--- src/rtl/tdm_demux_if.sv ---
// rtl/tdm_demux_if.sv - serial TDM receive bundle: bit strobe, data, sync marker and parallel frame outputs
interface tdm_demux_if #(
  parameter int CHANNELS = 4,
  parameter int WIDTH    = 8
);
  logic                        en;
  logic                        din;
  logic                        sync;
  logic [CHANNELS*WIDTH-1:0]   ch_data;
  logic                        frame_valid;
  logic                        sync_err;
  logic                        parity_err;

  modport master (
    output en, din, sync,
    input  ch_data, frame_valid, sync_err, parity_err
  );

  modport slave (
    input  en, din, sync,
    output ch_data, frame_valid, sync_err, parity_err
  );
endinterface

--- src/rtl/tdm_demux.sv ---
// rtl/tdm_demux.sv - 1-bit TDM link receiver: sync alignment, per-channel deserialise, parallel frame out (optional trailing even parity with TDM_PARITY_EN)
module tdm_demux #(
  parameter int CHANNELS = 4,
  parameter int WIDTH    = 8
) (
  input  logic          clk,
  input  logic          rst_n,
  tdm_demux_if.slave    bus
);
  localparam int N  = CHANNELS * WIDTH;
  localparam int IW = $clog2(N);
  localparam int CW = $clog2(CHANNELS);
  localparam int BW = $clog2(WIDTH);

`ifdef TDM_PARITY_EN
  typedef enum logic [1:0] {HUNT, RECV, PAR} state_t;
`else
  typedef enum logic {HUNT, RECV} state_t;
`endif

  state_t          state;
  logic [BW-1:0]   bit_cnt;
  logic [CW-1:0]   ch_cnt;
  logic [N-1:0]    sr;
  logic [N-1:0]    sr_wr;
  logic [IW-1:0]   wr_idx;
  logic [N-1:0]    ch_data_q;
  logic            frame_valid_q;
  logic            sync_err_q;
  logic            frame_start;
  logic            last_bit;
  logic            bit_wrap;

  // Channel k occupies [k*WIDTH +: WIDTH]; bits arrive MSB first, so each bit lands directly in its slot.
  assign wr_idx      = IW'(ch_cnt) * IW'(WIDTH) + IW'(WIDTH - 1) - IW'(bit_cnt);
  assign bit_wrap    = (bit_cnt == BW'(WIDTH - 1));
  assign last_bit    = bit_wrap && (ch_cnt == CW'(CHANNELS - 1));
  // Counters sit at 0/0 in RECV only right after a completed frame, where sync is required.
  assign frame_start = (bit_cnt == '0) && (ch_cnt == '0);

  // Shift register with the current bit merged in, so a completing frame can load it in one edge.
  always_comb begin
    sr_wr         = sr;
    sr_wr[wr_idx] = bus.din;
  end

`ifdef TDM_PARITY_EN
  logic parity_err_q;
  assign bus.parity_err = parity_err_q;
`else
  assign bus.parity_err = 1'b0;
`endif

  assign bus.ch_data     = ch_data_q;
  assign bus.frame_valid = frame_valid_q;
  assign bus.sync_err    = sync_err_q;

  // Alignment FSM, counters, deserialiser and registered output pulses.
  always_ff @(posedge clk) begin
    if (!rst_n) begin
      state         <= HUNT;
      bit_cnt       <= '0;
      ch_cnt        <= '0;
      sr            <= '0;
      ch_data_q     <= '0;
      frame_valid_q <= 1'b0;
      sync_err_q    <= 1'b0;
`ifdef TDM_PARITY_EN
      parity_err_q  <= 1'b0;
`endif
    end else begin
      frame_valid_q <= 1'b0;
      sync_err_q    <= 1'b0;
`ifdef TDM_PARITY_EN
      parity_err_q  <= 1'b0;
`endif
      if (bus.en) begin
        case (state)
          HUNT: begin
            if (bus.sync) begin
              sr[WIDTH-1] <= bus.din;
              bit_cnt     <= BW'(1);
              ch_cnt      <= '0;
              state       <= RECV;
            end
          end
          RECV: begin
            if (frame_start) begin
              if (bus.sync) begin
                sr[WIDTH-1] <= bus.din;
                bit_cnt     <= BW'(1);
              end else begin
                sync_err_q <= 1'b1;
                state      <= HUNT;
              end
            end else if (bus.sync) begin
              // Early sync: drop the partial frame and restart on this bit.
              sync_err_q  <= 1'b1;
              sr[WIDTH-1] <= bus.din;
              bit_cnt     <= BW'(1);
              ch_cnt      <= '0;
            end else begin
              sr <= sr_wr;
              if (last_bit) begin
                bit_cnt <= '0;
                ch_cnt  <= '0;
`ifdef TDM_PARITY_EN
                state   <= PAR;
`else
                ch_data_q     <= sr_wr;
                frame_valid_q <= 1'b1;
`endif
              end else if (bit_wrap) begin
                bit_cnt <= '0;
                ch_cnt  <= ch_cnt + CW'(1);
              end else begin
                bit_cnt <= bit_cnt + BW'(1);
              end
            end
          end
`ifdef TDM_PARITY_EN
          PAR: begin
            state <= RECV;
            if (bus.sync) begin
              // The parity slot is never a frame start, so sync here is an early sync.
              sync_err_q  <= 1'b1;
              sr[WIDTH-1] <= bus.din;
              bit_cnt     <= BW'(1);
              ch_cnt      <= '0;
            end else if (bus.din == ^sr) begin
              ch_data_q     <= sr;
              frame_valid_q <= 1'b1;
            end else begin
              parity_err_q <= 1'b1;
            end
          end
`endif
          default: state <= HUNT;
        endcase
      end
    end
  end
endmodule

--- src/flat_wrapper.sv ---
// flat-port wrapper written by rule: the top's interface ports become plain ports
module tdm_demux_flat 
#(
  parameter int CHANNELS = 4,
  parameter int WIDTH    = 8
)
  (clk, rst_n, bus_en, bus_din, bus_sync, bus_ch_data, bus_frame_valid, bus_sync_err, bus_parity_err);
  tdm_demux_if #(.CHANNELS(CHANNELS), .WIDTH(WIDTH)) bus_i ();
  input  logic clk;
  input  logic rst_n;
  input wire logic [$bits(bus_i.en)-1:0] bus_en;
  input wire logic [$bits(bus_i.din)-1:0] bus_din;
  input wire logic [$bits(bus_i.sync)-1:0] bus_sync;
  output wire logic [$bits(bus_i.ch_data)-1:0] bus_ch_data;
  output wire logic [$bits(bus_i.frame_valid)-1:0] bus_frame_valid;
  output wire logic [$bits(bus_i.sync_err)-1:0] bus_sync_err;
  output wire logic [$bits(bus_i.parity_err)-1:0] bus_parity_err;
  assign bus_i.en = bus_en;
  assign bus_i.din = bus_din;
  assign bus_i.sync = bus_sync;
  assign bus_ch_data = bus_i.ch_data;
  assign bus_frame_valid = bus_i.frame_valid;
  assign bus_sync_err = bus_i.sync_err;
  assign bus_parity_err = bus_i.parity_err;
  tdm_demux #(.CHANNELS(CHANNELS), .WIDTH(WIDTH)) u_core (.clk(clk), .rst_n(rst_n), .bus(bus_i));
endmodule
--- config.mk ---
export PLATFORM = sky130hd
export DESIGN_NAME = tdm_demux_flat
export DESIGN_NICKNAME = d
export VERILOG_FILES = /design/src/rtl/tdm_demux_if.sv /design/src/rtl/tdm_demux.sv /design/src/flat_wrapper.sv
export SDC_FILE = /design/constraint.sdc
export NUM_CORES = 1
export LEC_CHECK = 0
export BUFFER_PORTS_ARGS = -buffer_cell sky130_fd_sc_hd__buf_2
export CAP_MARGIN = 0
export CELL_PAD_IN_SITES_DETAIL_PLACEMENT = 1
export CELL_PAD_IN_SITES_GLOBAL_PLACEMENT = 1
export CORE_ASPECT_RATIO = 0.5
export CORE_MARGIN = 1.5
export CORE_UTILIZATION = 41
export CTS_BUF_LIST = sky130_fd_sc_hd__clkbuf_16
export DETAILED_ROUTE_END_ITERATION = 10
export GPL_TIMING_DRIVEN = 0
export PLACE_DENSITY_LB_ADDON = 0.05
export SYNTH_ARGS = -nofsm -noshare
export SYNTH_HDL_FRONTEND = slang
export SYNTH_SLANG_ARGS = --single-unit
--- constraint.sdc ---
create_clock -name clk -period 2.02 [get_ports clk]
set_clock_uncertainty 0.15 [all_clocks]
set_input_delay 0.303 -clock clk [delete_from_list [all_inputs] [get_ports clk]]
set_output_delay 0.303 -clock clk [all_outputs]
set_load 0.005 [all_outputs]
==> report_table.html, run 1 <==
<table>
<tr><th>Metric</th><th>Value</th></tr>
<tr><th colspan="2">Power and ir drop</th></tr>
<tr><td>Clock power share</td><td>50.1%</td></tr>
<tr><td>Power density normalized to cell area</td><td>704 nW/um^2</td></tr>
<tr><td>Peak supply drop</td><td>0.483 mV</td></tr>
<tr><td>Fraction of power consumed by combinational cells</td><td>5.7%</td></tr>
<tr><td>Int Pwr</td><td>2.44 mW</td></tr>
<tr><td>Reg power frac</td><td>44.2%</td></tr>
<tr><td>Leakage power of the design</td><td>1.98 nW</td></tr>
<tr><td>Switching part of the total</td><td>24.6%</td></tr>
<tr><td>Final Power</td><td>3.24 mW</td></tr>
<tr><td>Switching power summed over all nets</td><td>0.796 mW</td></tr>
<tr><th colspan="2">Synth</th></tr>
<tr><td>Number of standard cells after synthesis</td><td>387</td></tr>
<tr><td>Per-instance average area after synthesis</td><td>9.42 um^2</td></tr>
<tr><td>Commonest cells in the netlist</td><td>72 x sky130_fd_sc_hd__dfxtp_1, 48 x sky130_fd_sc_hd__mux2i_1, 40 x sky130_fd_sc_hd__a21oi_1</td></tr>
<tr><td>Fraction of registers with async set or reset after synthesis</td><td>0%</td></tr>
<tr><td>Sequential element share of the synthesized area</td><td>39.5%</td></tr>
<tr><td>Ys Warns</td><td>0</td></tr>
<tr><td>Dominant cells by area after synthesis</td><td>sky130_fd_sc_hd__dfxtp_1 40%, sky130_fd_sc_hd__mux2i_1 13%, sky130_fd_sc_hd__a21oi_1 5.5%</td></tr>
<tr><td>Number of flip-flops and latches in the synthesized netlist</td><td>72</td></tr>
<tr><td>Syn nets</td><td>403</td></tr>
<tr><td>Biggest area consumer among synthesized cells</td><td>sky130_fd_sc_hd__dfxtp_1</td></tr>
<tr><td>Number of distinct library cells after synthesis</td><td>38</td></tr>
<tr><td>Most instantiated library cell after synthesis</td><td>sky130_fd_sc_hd__dfxtp_1</td></tr>
<tr><td>Most frequently used flop master after synthesis</td><td>sky130_fd_sc_hd__dfxtp_1</td></tr>
<tr><td>Fraction of synthesized cell area taken by the top area cell type</td><td>39.5%</td></tr>
<tr><td>Post-Syn Area</td><td>3650 um^2</td></tr>
<tr><td>Number of enable-type register cells in the synthesized netlist</td><td>0</td></tr>
<tr><th colspan="2">Clock tree</th></tr>
<tr><td>Quantity of hold-fixing buffers added after cts</td><td>0</td></tr>
<tr><td>Maximum count of clock buffers along a single path</td><td>2</td></tr>
<tr><td>Clk sink count</td><td>72</td></tr>
<tr><td>Clock insertion delay at the later pin of the skew report</td><td>340 ps</td></tr>
<tr><td>Register clock-pin slew on the reported worst setup and hold paths</td><td>60 ps</td></tr>
<tr><td>CTS tree</td><td>done</td></tr>
<tr><td>Number of levels the H-tree was split into</td><td>3</td></tr>
<tr><td>Clock buffer count from CTS</td><td>9</td></tr>
<tr><td>Root buffer selected by CTS</td><td>sky130_fd_sc_hd__clkbuf_16</td></tr>
<tr><th colspan="2">Place</th></tr>
<tr><td>DP Area</td><td>3990 um^2</td></tr>
<tr><td>Count of input and output buffers</td><td>36</td></tr>
<tr><td>HPWL after detailed placement</td><td>7.99 mm</td></tr>
<tr><td>Worst setup slack before clock tree synthesis</td><td>-434 ps</td></tr>
<tr><td>Routability congestion estimate from global placement</td><td>0.852</td></tr>
<tr><th colspan="2">Global route</th></tr>
<tr><td>Via count of the first global-routing pass</td><td>3430</td></tr>
<tr><td>Global Route Usage Sum</td><td>26.1%</td></tr>
<tr><td>Largest net degree at the start of global routing</td><td>14</td></tr>
<tr><td>GRT overflow</td><td>0</td></tr>
<tr><td>Initial antenna violation count</td><td>0</td></tr>
<tr><td>First-pass GRT wire length</td><td>18.8 mm</td></tr>
<tr><th colspan="2">Timing</th></tr>
<tr><td>Highest clock frequency the design can meet</td><td>509 MHz</td></tr>
<tr><td>Final-layout setup total negative slack</td><td>0 ps</td></tr>
<tr><td>Count of final hold-check violations</td><td>0</td></tr>
<tr><td>Worst-Margin Slew</td><td>641 ps</td></tr>
<tr><td>Final worst slack</td><td>54.6 ps</td></tr>
<tr><td>Relative slew slack</td><td>57.3%</td></tr>
<tr><td>Final Slew Violations</td><td>0</td></tr>
<tr><td>Setup-violating endpoint count in the final report</td><td>0</td></tr>
<tr><td>Final cycle utilization of the critical path</td><td>97.3%</td></tr>
<tr><td>Final min period</td><td>1970 ps</td></tr>
<tr><td>Setup repair after global routing missed its margin</td><td>true</td></tr>
<tr><th colspan="2">Route</th></tr>
<tr><td>Final ANT Viol Nets</td><td>0</td></tr>
<tr><td>Total vias in the final route</td><td>3241</td></tr>
<tr><td>Number of search-and-repair iterations in the first detailed-routing pass</td><td>4</td></tr>
<tr><td>Initial detailed-routing violation count</td><td>185</td></tr>
<tr><td>Routed vias/inst</td><td>5.72</td></tr>
<tr><td>Routed wire length</td><td>11.9 mm</td></tr>
<tr><td>Wire per inst</td><td>21.0 um</td></tr>
<tr><td>DR DRC count</td><td>0</td></tr>
<tr><th colspan="2">Cells and area</th></tr>
<tr><td>Sequential standard cell area</td><td>1450 um^2</td></tr>
<tr><td>Number of nets in the layout</td><td>461</td></tr>
<tr><td>Final design instance area without fill</td><td>4600 um^2</td></tr>
<tr><td>Area of the multi-input gates</td><td>2030 um^2</td></tr>
<tr><td>Synthesis-to-finish area growth</td><td>26.2%</td></tr>
<tr><td>Fill cell instance count of the final layout</td><td>994</td></tr>
<tr><td>Share of the core filled with cells in the final layout</td><td>53.0%</td></tr>
<tr><td>Count of antenna diodes in the layout</td><td>0</td></tr>
<tr><td>Fraction of final layout cells with drive strength greater than 1</td><td>32.4%</td></tr>
<tr><th colspan="2">Job</th></tr>
<tr><td>Number of max-cap violations</td><td>0</td></tr>
<tr><th colspan="2">Floorplan</th></tr>
<tr><td>Core region area</td><td>8680 um^2</td></tr>
<tr><td>Die width</td><td>136 um</td></tr>
<tr><td>I/O pin total</td><td>40</td></tr>
<tr><td>Num rows</td><td>24</td></tr>
<tr><td>Effective utilization at floorplan</td><td>42.0%</td></tr>
<tr><td>Die outline height</td><td>69.7 um</td></tr>
<tr><td>Total die area</td><td>9500 um^2</td></tr>
<tr><th colspan="2">Hold path</th></tr>
<tr><td>Number of instances on the worst hold path</td><td>3</td></tr>
<tr><td>Min-delay worst type</td><td>in2reg</td></tr>
<tr><th colspan="2">Critical path</th></tr>
<tr><td>Data arrival at the endpoint of the critical path</td><td>2010 ps</td></tr>
<tr><td>Worst Reg2Reg Path Length in Cells</td><td>6</td></tr>
<tr><td>CP Max Fanout</td><td>10</td></tr>
<tr><td>Critical setup path kind</td><td>reg2reg</td></tr>
<tr><td>WP data required</td><td>2070 ps</td></tr>
<tr><td>Startpoint type of the worst setup path</td><td>flip-flop</td></tr>
<tr><td>Crit. End Element</td><td>flip-flop</td></tr>
<tr><th colspan="2">Outcome</th></tr>
<tr><td>Result of the run</td><td>finished clean</td></tr>
</table>
area by class of cell:
type	instances	share of cell area [%]
Clock buffer	9	4.89
Sequential cell	72	31.5
Inverter	8	0.652
Timing Repair Buffer	50	7.47
Clock inverter	7	1.58
Multi-Input combinational cell	261	44.2
Tap cell	117	3.18
Buffer	43	6.58
power by group through the flow:
| stage | registers [mW] | logic [mW] | clock network (mW) |
|---|---|---|---|
| 2_1_floorplan | 1.46 | 0.104 | 0 |
| 3_3_place_gp | 1.46 | 0.152 | 0 |
| 3_5_place_dp | 1.46 | 0.156 | 0 |
| 4_1_cts | 1.43 | 0.176 | 1.64 |
| 5_1_grt | 1.43 | 0.197 | 1.70 |
| 6_report | 1.43 | 0.185 | 1.62 |
final timing paths:
check,from,end,slack (ps)
max,u_core.ch_cnt[0]$_SDFFE_PN0P_,u_core.bus.ch_data[29]$_SDFFE_PN0P_,50
min,bus_en,u_core.bus.sync_err$_SDFF_PN0_,140
max reg2reg,u_core.ch_cnt[0]$_SDFFE_PN0P_,u_core.bus.ch_data[29]$_SDFFE_PN0P_,50
min reg2reg,u_core.sr[13]$_SDFFE_PN0P_,u_core.sr[13]$_SDFFE_PN0P_,310
what timing repair did:
item / 4_1_cts / 5_1_grt
pin swaps: 7 / 1
buffers inserted: 11 / 1
resized for setup: 35 / 21
setup endpoints to repair: 63 / 53
gates cloned: 1 / 2
cell usage in the layout (no fill, tap or decap), drive strengths merged:
master	Yosys	routed
conb	1	1
buf	31	73
o21ai	19	19
dfxtp	72	72
a21oi	50	50
clkinvlp	0	1
a31o	1	1
o221ai	1	1
a311oi	2	2
a21bo	2	2
and3	4	4
a32oi	1	1
nand4b	8	8
nand3b	14	14
nor2	2	2
and3b	1	1
nand4	10	10
nor2b	2	2
clkinv	1	4
ha	11	11
inv	7	9
mux2i	48	48
a211oi	30	30
nor4bb	1	1
clkbuf	15	29
and2	1	1
a31oi	1	1
nand3	25	25
o21ba	1	1
bufinv	0	1
nand2	24	24
nor4	1	1
metal layers:
layer  wire length (um)  GRT usage [%]  vias to the layer above
met5                  0              0                        -
met3                816           7.60                       18
met4                148           6.50                        0
li1                   -              -                     1523
met1               5750           35.7                     1616
met2               5190           40.5                       84
critical path, cell delays in order (launching register included):
cell	delay, ps
sky130_fd_sc_hd__dfxtp_2	340
sky130_fd_sc_hd__buf_4	120
sky130_fd_sc_hd__ha_1	290
sky130_fd_sc_hd__nand3_1	280
sky130_fd_sc_hd__nor2_4	270
sky130_fd_sc_hd__clkbuf_4	280
sky130_fd_sc_hd__a211oi_1	90
state kept, by name, indices dropped and copies added (netlist names):
signal,flops
u_core.state,1
u_core.bit_cnt,3
u_core.ch_cnt,2
u_core.bus.ch_data,32
u_core.sr,32
u_core.bus.sync_err,1
u_core.bus.frame_valid,1
kinds of logic (layout without fill, tap and decap cells):
kind of cell	count (synthesis)	in the layout	share of synthesized area, %
adders and majority gates	11	11	3.77
DFF	72	72	39.5
buffers and inverters	54	117	8.51
AOI/OAI and AO/OA	108	108	20.2
and+or+nand+nor	93	93	14.7
muxes	48	48	13.2
other	1	1	0.103
through the flow:
stage / hold WS, ps / cells
finish: 137 / 567
global route: 152 / 567
CTS: 134 / 567
detailed placement: 306 / 540
global placement: 295 / 540
floorplan: 283 / 387
(Power assumes the default switching activity.)
==> run 2, diff against run 1 <==
- ABC_AREA: not set -> 1
- CORE_UTILIZATION: 41 -> 35
==> report_table.html, run 2 <==
<table>
<tr><th>Metric</th><th>Value</th></tr>
<tr><th colspan="2">Timing</th></tr>
<tr><td>Final Slew Violations</td><td>0 (unchanged)</td></tr>
<tr><td>Relative slew slack</td><td>61.4% (+4.2 points)</td></tr>
<tr><td>Final cycle utilization of the critical path</td><td>95.6% (-1.7 points)</td></tr>
<tr><td>Worst-Margin Slew</td><td>578 ps (-62.3 ps)</td></tr>
<tr><td>Count of final hold-check violations</td><td>0 (unchanged)</td></tr>
<tr><td>Highest clock frequency the design can meet</td><td>518 MHz (+1.8%)</td></tr>
<tr><td>Setup repair after global routing missed its margin</td><td>true</td></tr>
<tr><td>Hold Slack</td><td>172 ps (+34.3 ps)</td></tr>
<tr><td>Setup-violating endpoint count in the final report</td><td>0 (unchanged)</td></tr>
<tr><td>Final min period</td><td>1930 ps (-34.7 ps)</td></tr>
<tr><th colspan="2">Route</th></tr>
<tr><td>Final ANT Viol Nets</td><td>0 (unchanged)</td></tr>
<tr><td>Initial detailed-routing violation count</td><td>140 (-24%)</td></tr>
<tr><td>Number of search-and-repair iterations in the first detailed-routing pass</td><td>5 (+1)</td></tr>
<tr><td>Routed wire length</td><td>10.7 mm (-9.7%)</td></tr>
<tr><td>Total vias in the final route</td><td>3520 (+8.6%)</td></tr>
<tr><td>Wire per inst</td><td>14.9 um (-29%)</td></tr>
<tr><td>DR DRC count</td><td>0 (unchanged)</td></tr>
<tr><td>Routed vias/inst</td><td>4.87 (-15%)</td></tr>
<tr><th colspan="2">Global route</th></tr>
<tr><td>GRT overflow</td><td>0 (unchanged)</td></tr>
<tr><td>First-pass GRT wire length</td><td>17.4 mm (-7.8%)</td></tr>
<tr><td>Largest net degree at the start of global routing</td><td>15 (+1)</td></tr>
<tr><td>Via count of the first global-routing pass</td><td>3303 (-3.7%)</td></tr>
<tr><td>Initial antenna violation count</td><td>0 (unchanged)</td></tr>
<tr><td>Global Route Usage Sum</td><td>20.4% (-5.7 points)</td></tr>
<tr><th colspan="2">Floorplan</th></tr>
<tr><td>Core region area</td><td>10200 um^2 (+17%)</td></tr>
<tr><td>Effective utilization at floorplan</td><td>36.0% (-6.1 points)</td></tr>
<tr><td>Die outline height</td><td>75.3 um (+8.1%)</td></tr>
<tr><td>Die width</td><td>148 um (+8.2%)</td></tr>
<tr><td>Num rows</td><td>26 (+8.3%)</td></tr>
<tr><td>I/O pin total</td><td>40 (unchanged)</td></tr>
<tr><td>Total die area</td><td>11100 um^2 (+17%)</td></tr>
<tr><th colspan="2">Cells and area</th></tr>
<tr><td>Leading cell type in the layout, fill and taps excluded</td><td>sky130_fd_sc_hd__nand2_1</td></tr>
<tr><td>Cell Count, Final, Fillers Out</td><td>723 (+28%)</td></tr>
<tr><td>Number of nets in the layout</td><td>594 (+29%)</td></tr>
<tr><td>Most frequent cells in the layout</td><td>96 x sky130_fd_sc_hd__nand2_1, 72 x sky130_fd_sc_hd__nor2_1, 68 x sky130_fd_sc_hd__dfxtp_1</td></tr>
<tr><td>Fraction of final layout cells with drive strength greater than 1</td><td>16.8% (-16 points)</td></tr>
<tr><td>Synthesis-to-finish area growth</td><td>21.8%</td></tr>
<tr><td>Share of the core filled with cells in the final layout</td><td>43.8% (-9.3 points)</td></tr>
<tr><td>Count of antenna diodes in the layout</td><td>0 (unchanged)</td></tr>
<tr><th colspan="2">Critical path</th></tr>
<tr><td>Critical setup path kind</td><td>reg2reg</td></tr>
<tr><td>WP data required</td><td>2110 ps (+40 ps)</td></tr>
<tr><td>Data arrival at the endpoint of the critical path</td><td>2020 ps (about the same)</td></tr>
<tr><td>Most repeated library cell on the critical path</td><td>sky130_fd_sc_hd__inv_1</td></tr>
<tr><td>Startpoint type of the worst setup path</td><td>flip-flop</td></tr>
<tr><td>CP Max Fanout</td><td>10 (unchanged)</td></tr>
<tr><td>Crit-path cells</td><td>inv_1, ha_4, nand3_4, ha_4, inv_1, nor2_4, buf_6, buf_4, o21a_1, nand2_1, inv_1</td></tr>
<tr><td>Crit-path max cell delay</td><td>340 ps (about the same)</td></tr>
<tr><td>Worst-path cell with the longest stage delay</td><td>sky130_fd_sc_hd__dfxtp_2</td></tr>
<tr><td>Crit. End Element</td><td>flip-flop</td></tr>
<tr><th colspan="2">Clock tree</th></tr>
<tr><td>Clk sink count</td><td>72 (unchanged)</td></tr>
<tr><td>Quantity of hold-fixing buffers added after cts</td><td>0 (unchanged)</td></tr>
<tr><td>Clock insertion delay at the later pin of the skew report</td><td>340 ps (about the same)</td></tr>
<tr><td>Root buffer selected by CTS</td><td>sky130_fd_sc_hd__clkbuf_16</td></tr>
<tr><td>CTS tree</td><td>done</td></tr>
<tr><td>Register clock-pin slew on the reported worst setup and hold paths</td><td>60 ps (about the same)</td></tr>
<tr><td>Number of levels the H-tree was split into</td><td>3 (unchanged)</td></tr>
<tr><td>Clock buffer count from CTS</td><td>9 (unchanged)</td></tr>
<tr><td>Maximum count of clock buffers along a single path</td><td>2 (unchanged)</td></tr>
<tr><th colspan="2">Synth</th></tr>
<tr><td>Sequential element share of the synthesized area</td><td>39.4% (-0.15 points)</td></tr>
<tr><td>Number of enable-type register cells in the synthesized netlist</td><td>0 (unchanged)</td></tr>
<tr><td>Post-Syn Area</td><td>3660 um^2 (+0.38%)</td></tr>
<tr><td>Syn nets</td><td>545 (+35%)</td></tr>
<tr><td>Dominant cells by area after synthesis</td><td>sky130_fd_sc_hd__dfxtp_1 39%, sky130_fd_sc_hd__nand2_1 9.9%, sky130_fd_sc_hd__o21ai_0 9.0%</td></tr>
<tr><td>Number of standard cells after synthesis</td><td>529 (+37%)</td></tr>
<tr><td>Per-instance average area after synthesis</td><td>6.92 um^2 (-27%)</td></tr>
<tr><td>Fraction of synthesized cell area taken by the top area cell type</td><td>39.4% (-0.15 points)</td></tr>
<tr><td>Biggest area consumer among synthesized cells</td><td>sky130_fd_sc_hd__dfxtp_1</td></tr>
<tr><td>Fraction of registers with async set or reset after synthesis</td><td>0% (unchanged)</td></tr>
<tr><td>Number of distinct library cells after synthesis</td><td>26 (-32%)</td></tr>
<tr><td>Most instantiated library cell after synthesis</td><td>sky130_fd_sc_hd__nand2_1</td></tr>
<tr><td>Ys Warns</td><td>0 (unchanged)</td></tr>
<tr><td>Commonest cells in the netlist</td><td>97 x sky130_fd_sc_hd__nand2_1, 73 x sky130_fd_sc_hd__nor2_1, 72 x sky130_fd_sc_hd__dfxtp_1</td></tr>
<tr><td>Most frequently used flop master after synthesis</td><td>sky130_fd_sc_hd__dfxtp_1</td></tr>
<tr><td>Number of flip-flops and latches in the synthesized netlist</td><td>72 (unchanged)</td></tr>
<tr><th colspan="2">Place</th></tr>
<tr><td>Count of input and output buffers</td><td>36 (unchanged)</td></tr>
<tr><td>HPWL after detailed placement</td><td>7.75 mm (-3.0%)</td></tr>
<tr><td>Count of placed standard cells including taps</td><td>705 (+31%)</td></tr>
<tr><td>Routability congestion estimate from global placement</td><td>0.825 (-3.2%)</td></tr>
<tr><th colspan="2">Power and ir drop</th></tr>
<tr><td>Peak supply drop</td><td>0.411 mV (-15%)</td></tr>
<tr><td>Power density normalized to cell area</td><td>761 nW/um^2 (+8.1%)</td></tr>
<tr><td>Final Power</td><td>3.39 mW (+4.7%)</td></tr>
<tr><td>Leakage power of the design</td><td>2.21 nW (+12%)</td></tr>
<tr><th colspan="2">Outcome</th></tr>
<tr><td>Result of the run</td><td>finished clean</td></tr>
<tr><th colspan="2">Job</th></tr>
<tr><td>Number of max-cap violations</td><td>0 (unchanged)</td></tr>
<tr><th colspan="2">Hold path</th></tr>
<tr><td>Min-delay worst type</td><td>in2reg</td></tr>
</table>
[run 2: worst paths after layout]
| kind | startpoint | to | slack [ps] | cells after the start |
|---|---|---|---|---|
| min reg2reg | u_core.bus.ch_data[9]$_SDFFE_PN0P_ | u_core.bus.ch_data[9]$_SDFFE_PN0P_ | 360 | 2 |
| max | u_core.ch_cnt[1]$_SDFFE_PN0P_ | u_core.sr[12]$_SDFFE_PN0P_ | 90 | 11 |
| min | bus_sync | u_core.bit_cnt[1]$_SDFFE_PN0P_ | 170 | 4 |
| max reg2reg | u_core.ch_cnt[1]$_SDFFE_PN0P_ | u_core.sr[12]$_SDFFE_PN0P_ | 90 | 11 |
[run 2: metrics by stage]
step,setup WS (ps),TNS (ps),instance area [um^2]
6_report,89.3,0,4460
5_1_grt,-6.17,-16.5,4460
4_1_cts,9.86,0,4410
3_5_place_dp,-463,-22950,4020
3_3_place_gp,-459,-22620,4020
2_1_floorplan,19.1,0,3660
[run 2: timing repair]
item / 4_1_cts / 5_1_grt
buffers inserted: 2 / 3
cloned: 0 / 0
pin swaps: 1 / 2
resized for setup: 23 / 10
endpoints found under the setup margin: 63 / 58
[run 2: critical path: cells and delay by family (launching register included)]
kind                     cells  cell delay, ps
AO/OA/AOI/OAI                1             180
adder cells (fa/ha/maj)      2             370
flip-flops                   1             340
AND/OR/NAND/NOR              3             220
buffers and inverters        5             560
[run 2: metal layers]
layer | vias to the layer above | GRT usage [%] | part of all wire, %
met2 | 49 | 33.1 | 43
met3 | 13 | 4.67 | 2.8
met1 | 1662 | 27.8 | 53
met5 | - | 0 | 0
li1 | 1796 | - | -
met4 | 0 | 5.78 | 1.4
[run 2: kinds of logic after synthesis]
| group | count (synthesis) | share of synthesized area, % |
|---|---|---|
| simple gates | 224 | 25.5 |
| compound gates | 118 | 19.1 |
| buf+inv | 103 | 12.2 |
| flops | 72 | 39.4 |
| fa+ha+maj | 11 | 3.76 |
| other cells | 1 | 0.102 |
[run 2: layout make-up]
class | count | area [um^2]
fill | 1318 | 5720
multi-input combinational | 354 | 1840
sequential | 72 | 1450
inverter | 67 | 254
clock buffer | 9 | 225
timing repair buffer | 41 | 218
buffer | 33 | 214
tap | 140 | 175
clock inverter | 7 | 78.8
[run 2: where the power goes]
part	internal, mW	switching, mW	leakage, nW
Sequential	1.44	0.0167	0.584
Clock	0.970	0.687	0.139
Combinational	0.0941	0.183	1.49
==> run 3, diff against run 2 <==
- CORE_UTILIZATION: 35 -> 38
==> report_table.html, run 3 (same netlist as run 2, synthesis figures left out) <==
<table>
<tr><th>Metric</th><th>Value</th></tr>
<tr><th colspan="2">Outcome</th></tr>
<tr><td>Result of the run</td><td>finished clean</td></tr>
<tr><th colspan="2">Route</th></tr>
<tr><td>Wire per inst</td><td>14.8 um (-0.45%)</td></tr>
<tr><td>DR DRC count</td><td>0 (unchanged)</td></tr>
<tr><td>Final ANT Viol Nets</td><td>0 (unchanged)</td></tr>
<tr><td>Number of search-and-repair iterations in the first detailed-routing pass</td><td>5 (unchanged)</td></tr>
<tr><td>Initial detailed-routing violation count</td><td>181 (+29%)</td></tr>
<tr><td>Total vias in the final route</td><td>3485 (-0.99%)</td></tr>
<tr><td>Routed vias/inst</td><td>4.89 (+0.54%)</td></tr>
<tr><td>Routed wire length</td><td>10.5 mm (-2.0%)</td></tr>
<tr><th colspan="2">Floorplan</th></tr>
<tr><td>I/O pin total</td><td>40 (unchanged)</td></tr>
<tr><td>Die outline height</td><td>72.4 um (-3.9%)</td></tr>
<tr><td>Core region area</td><td>9420 um^2 (-7.5%)</td></tr>
<tr><td>Num rows</td><td>25 (-3.8%)</td></tr>
<tr><td>Effective utilization at floorplan</td><td>38.9% (+2.9 points)</td></tr>
<tr><td>Die width</td><td>142 um (-3.9%)</td></tr>
<tr><td>Total die area</td><td>10300 um^2 (-7.7%)</td></tr>
<tr><th colspan="2">Timing</th></tr>
<tr><td>Hold Slack</td><td>193 ps (+21.2 ps)</td></tr>
<tr><td>Final cycle utilization of the critical path</td><td>97.1% (+1.5 points)</td></tr>
<tr><td>Setup repair after global routing missed its margin</td><td>true</td></tr>
<tr><td>Count of final hold-check violations</td><td>0 (unchanged)</td></tr>
<tr><td>Final min period</td><td>1960 ps (+30.9 ps)</td></tr>
<tr><td>Setup-violating endpoint count in the final report</td><td>0 (unchanged)</td></tr>
<tr><td>Final Slew Violations</td><td>0 (unchanged)</td></tr>
<tr><td>Final-layout setup total negative slack</td><td>0 ps (unchanged)</td></tr>
<tr><td>Highest clock frequency the design can meet</td><td>510 MHz (-1.6%)</td></tr>
<tr><td>Relative slew slack</td><td>64.2% (+2.7 points)</td></tr>
<tr><td>Worst-Margin Slew</td><td>538 ps (-40.7 ps)</td></tr>
<tr><th colspan="2">Critical path</th></tr>
<tr><td>Startpoint type of the worst setup path</td><td>flip-flop</td></tr>
<tr><td>Reg2Reg Setup Slack</td><td>60 ps (-30 ps)</td></tr>
<tr><td>Critical path's top delay family</td><td>simple AND/OR/NAND/NOR gates</td></tr>
<tr><td>Crit. End Element</td><td>flip-flop</td></tr>
<tr><td>Crit-path max cell delay</td><td>380 ps (+40 ps)</td></tr>
<tr><td>Critical path buffers and inverters</td><td>4 (-1)</td></tr>
<tr><td>Crit-path cells</td><td>inv_2, ha_4, nand3_4, ha_4, inv_1, nor2_2, nand2_2, buf_6, buf_6, nor2_1, nor2_1</td></tr>
<tr><td>Data arrival at the endpoint of the critical path</td><td>2040 ps (+20 ps)</td></tr>
<tr><td>Critical setup path kind</td><td>reg2reg</td></tr>
<tr><td>WP data required</td><td>2100 ps (about the same)</td></tr>
<tr><td>CP Max Fanout</td><td>10 (unchanged)</td></tr>
<tr><td>Worst-path cell with the longest stage delay</td><td>sky130_fd_sc_hd__dfxtp_4</td></tr>
<tr><th colspan="2">Cells and area</th></tr>
<tr><td>Count of antenna diodes in the layout</td><td>0 (unchanged)</td></tr>
<tr><td>Most frequent cells in the layout</td><td>96 x sky130_fd_sc_hd__nand2_1, 70 x sky130_fd_sc_hd__nor2_1, 68 x sky130_fd_sc_hd__dfxtp_1</td></tr>
<tr><td>Synthesis-to-finish area growth</td><td>22.0%</td></tr>
<tr><td>Leading cell type in the layout, fill and taps excluded</td><td>sky130_fd_sc_hd__nand2_1</td></tr>
<tr><td>Cell Count, Final, Fillers Out</td><td>712 (-1.5%)</td></tr>
<tr><td>Number of nets in the layout</td><td>588 (-1.0%)</td></tr>
<tr><td>Fraction of final layout cells with drive strength greater than 1</td><td>16.8% (about the same)</td></tr>
<tr><td>Fill cell instance count of the final layout</td><td>1233 (-6.4%)</td></tr>
<tr><th colspan="2">Place</th></tr>
<tr><td>HPWL after detailed placement</td><td>7.81 mm (+0.75%)</td></tr>
<tr><td>Routability congestion estimate from global placement</td><td>0.869 (+5.4%)</td></tr>
<tr><td>Count of input and output buffers</td><td>36 (unchanged)</td></tr>
<tr><td>Count of placed standard cells including taps</td><td>700 (-0.71%)</td></tr>
<tr><th colspan="2">Global route</th></tr>
<tr><td>Largest net degree at the start of global routing</td><td>14 (-1)</td></tr>
<tr><td>Global Route Usage Sum</td><td>22.0% (+1.6 points)</td></tr>
<tr><td>First-pass GRT wire length</td><td>17.2 mm (-0.79%)</td></tr>
<tr><td>GRT overflow</td><td>0 (unchanged)</td></tr>
<tr><td>Initial antenna violation count</td><td>0 (unchanged)</td></tr>
<tr><td>Via count of the first global-routing pass</td><td>3360 (+1.7%)</td></tr>
<tr><th colspan="2">Clock tree</th></tr>
<tr><td>CTS tree</td><td>done</td></tr>
<tr><td>Maximum count of clock buffers along a single path</td><td>2 (unchanged)</td></tr>
<tr><td>Register clock-pin slew on the reported worst setup and hold paths</td><td>60 ps (about the same)</td></tr>
<tr><td>Clock buffer count from CTS</td><td>9 (unchanged)</td></tr>
<tr><td>Clock insertion delay at the later pin of the skew report</td><td>340 ps (about the same)</td></tr>
<tr><td>Number of levels the H-tree was split into</td><td>3 (unchanged)</td></tr>
<tr><td>Clk sink count</td><td>72 (unchanged)</td></tr>
<tr><td>Root buffer selected by CTS</td><td>sky130_fd_sc_hd__clkbuf_16</td></tr>
<tr><th colspan="2">Power and ir drop</th></tr>
<tr><td>Power density normalized to cell area</td><td>831 nW/um^2 (+9.2%)</td></tr>
<tr><td>Peak supply drop</td><td>0.380 mV (-7.7%)</td></tr>
<tr><td>Leakage power of the design</td><td>2.21 nW (-0.18%)</td></tr>
<tr><th colspan="2">Hold path</th></tr>
<tr><td>Min-delay worst type</td><td>in2reg</td></tr>
<tr><th colspan="2">Job</th></tr>
<tr><td>Number of max-cap violations</td><td>0 (unchanged)</td></tr>
</table>
run 3: metal layers:
layer  track usage, %  up-vias  share of wire [%]
li1                 -     1783                  -
met1             30.1     1633                 52
met2             35.4       62                 44
met3             4.95        7                3.7
met4             5.61        0               0.40
met5                0        -                  0
run 3: area by class of cell:
class	instances	area [um^2]	area share, %
clock inverter	7	144	3.22
clock buffer	9	225	5.04
tap	135	169	3.78
buffer	30	193	4.31
inverter	67	251	5.63
timing repair buffer	38	195	4.37
sequential	72	1450	32.6
multi-input combinational	354	1830	41.1
run 3: path summary, 6_finish.rpt:
check / from / end / depth (start not counted)
worst max register to register: u_core.bit_cnt[0]$_SDFFE_PN0P_ / u_core.bus.ch_data[14]$_SDFFE_PN0P_ / 11
worst max-delay path: u_core.bit_cnt[0]$_SDFFE_PN0P_ / u_core.bus.ch_data[14]$_SDFFE_PN0P_ / 11
worst min register to register: u_core.bus.ch_data[26]$_SDFFE_PN0P_ / u_core.bus.ch_data[26]$_SDFFE_PN0P_ / 2
worst min-delay path: bus_sync / u_core.bit_cnt[1]$_SDFFE_PN0P_ / 4
run 3: repair_timing:
| item | 4_1_cts | 5_1_grt |
|---|---|---|
| gates resized for setup | 19 | 10 |
| pin swaps | 3 | 2 |
| setup endpoints to repair | 63 | 56 |
| buffers inserted | 0 | 2 |
| hold buffers | 0 | 0 |
run 3: worst reg2reg max path, stage by stage, from the launching register on:
cell and delay [ps]:
sky130_fd_sc_hd__dfxtp_4 380, sky130_fd_sc_hd__inv_2 70, sky130_fd_sc_hd__ha_4 180, sky130_fd_sc_hd__nand3_4 120
sky130_fd_sc_hd__ha_4 150, sky130_fd_sc_hd__inv_1 40, sky130_fd_sc_hd__nor2_2 150, sky130_fd_sc_hd__nand2_2 120
sky130_fd_sc_hd__buf_6 170, sky130_fd_sc_hd__buf_6 150, sky130_fd_sc_hd__nor2_1 130, sky130_fd_sc_hd__nor2_1 50
run 3: where the power goes:
group / switching [mW] / total [mW] / internal (mW)
Combinational: 0.178 / 0.268 / 0.0900
Clock: 0.650 / 1.98 / 1.33
Sequential: 0.0170 / 1.46 / 1.44
Total: 0.845 / 3.71 / 2.87
run 3: metrics by stage:
stage               power, mW  utilization [%]  area [um^2]  setup slack [ps]
detailed placement       1.73             42.6         4010              -530
floorplan                1.66                -         3660              19.1
CTS                      3.75             47.2         4450              1.03
global route             3.84             47.4         4470             -24.8
global placement         1.73             42.6         4010              -453
finish                   3.71             47.4         4470              58.4
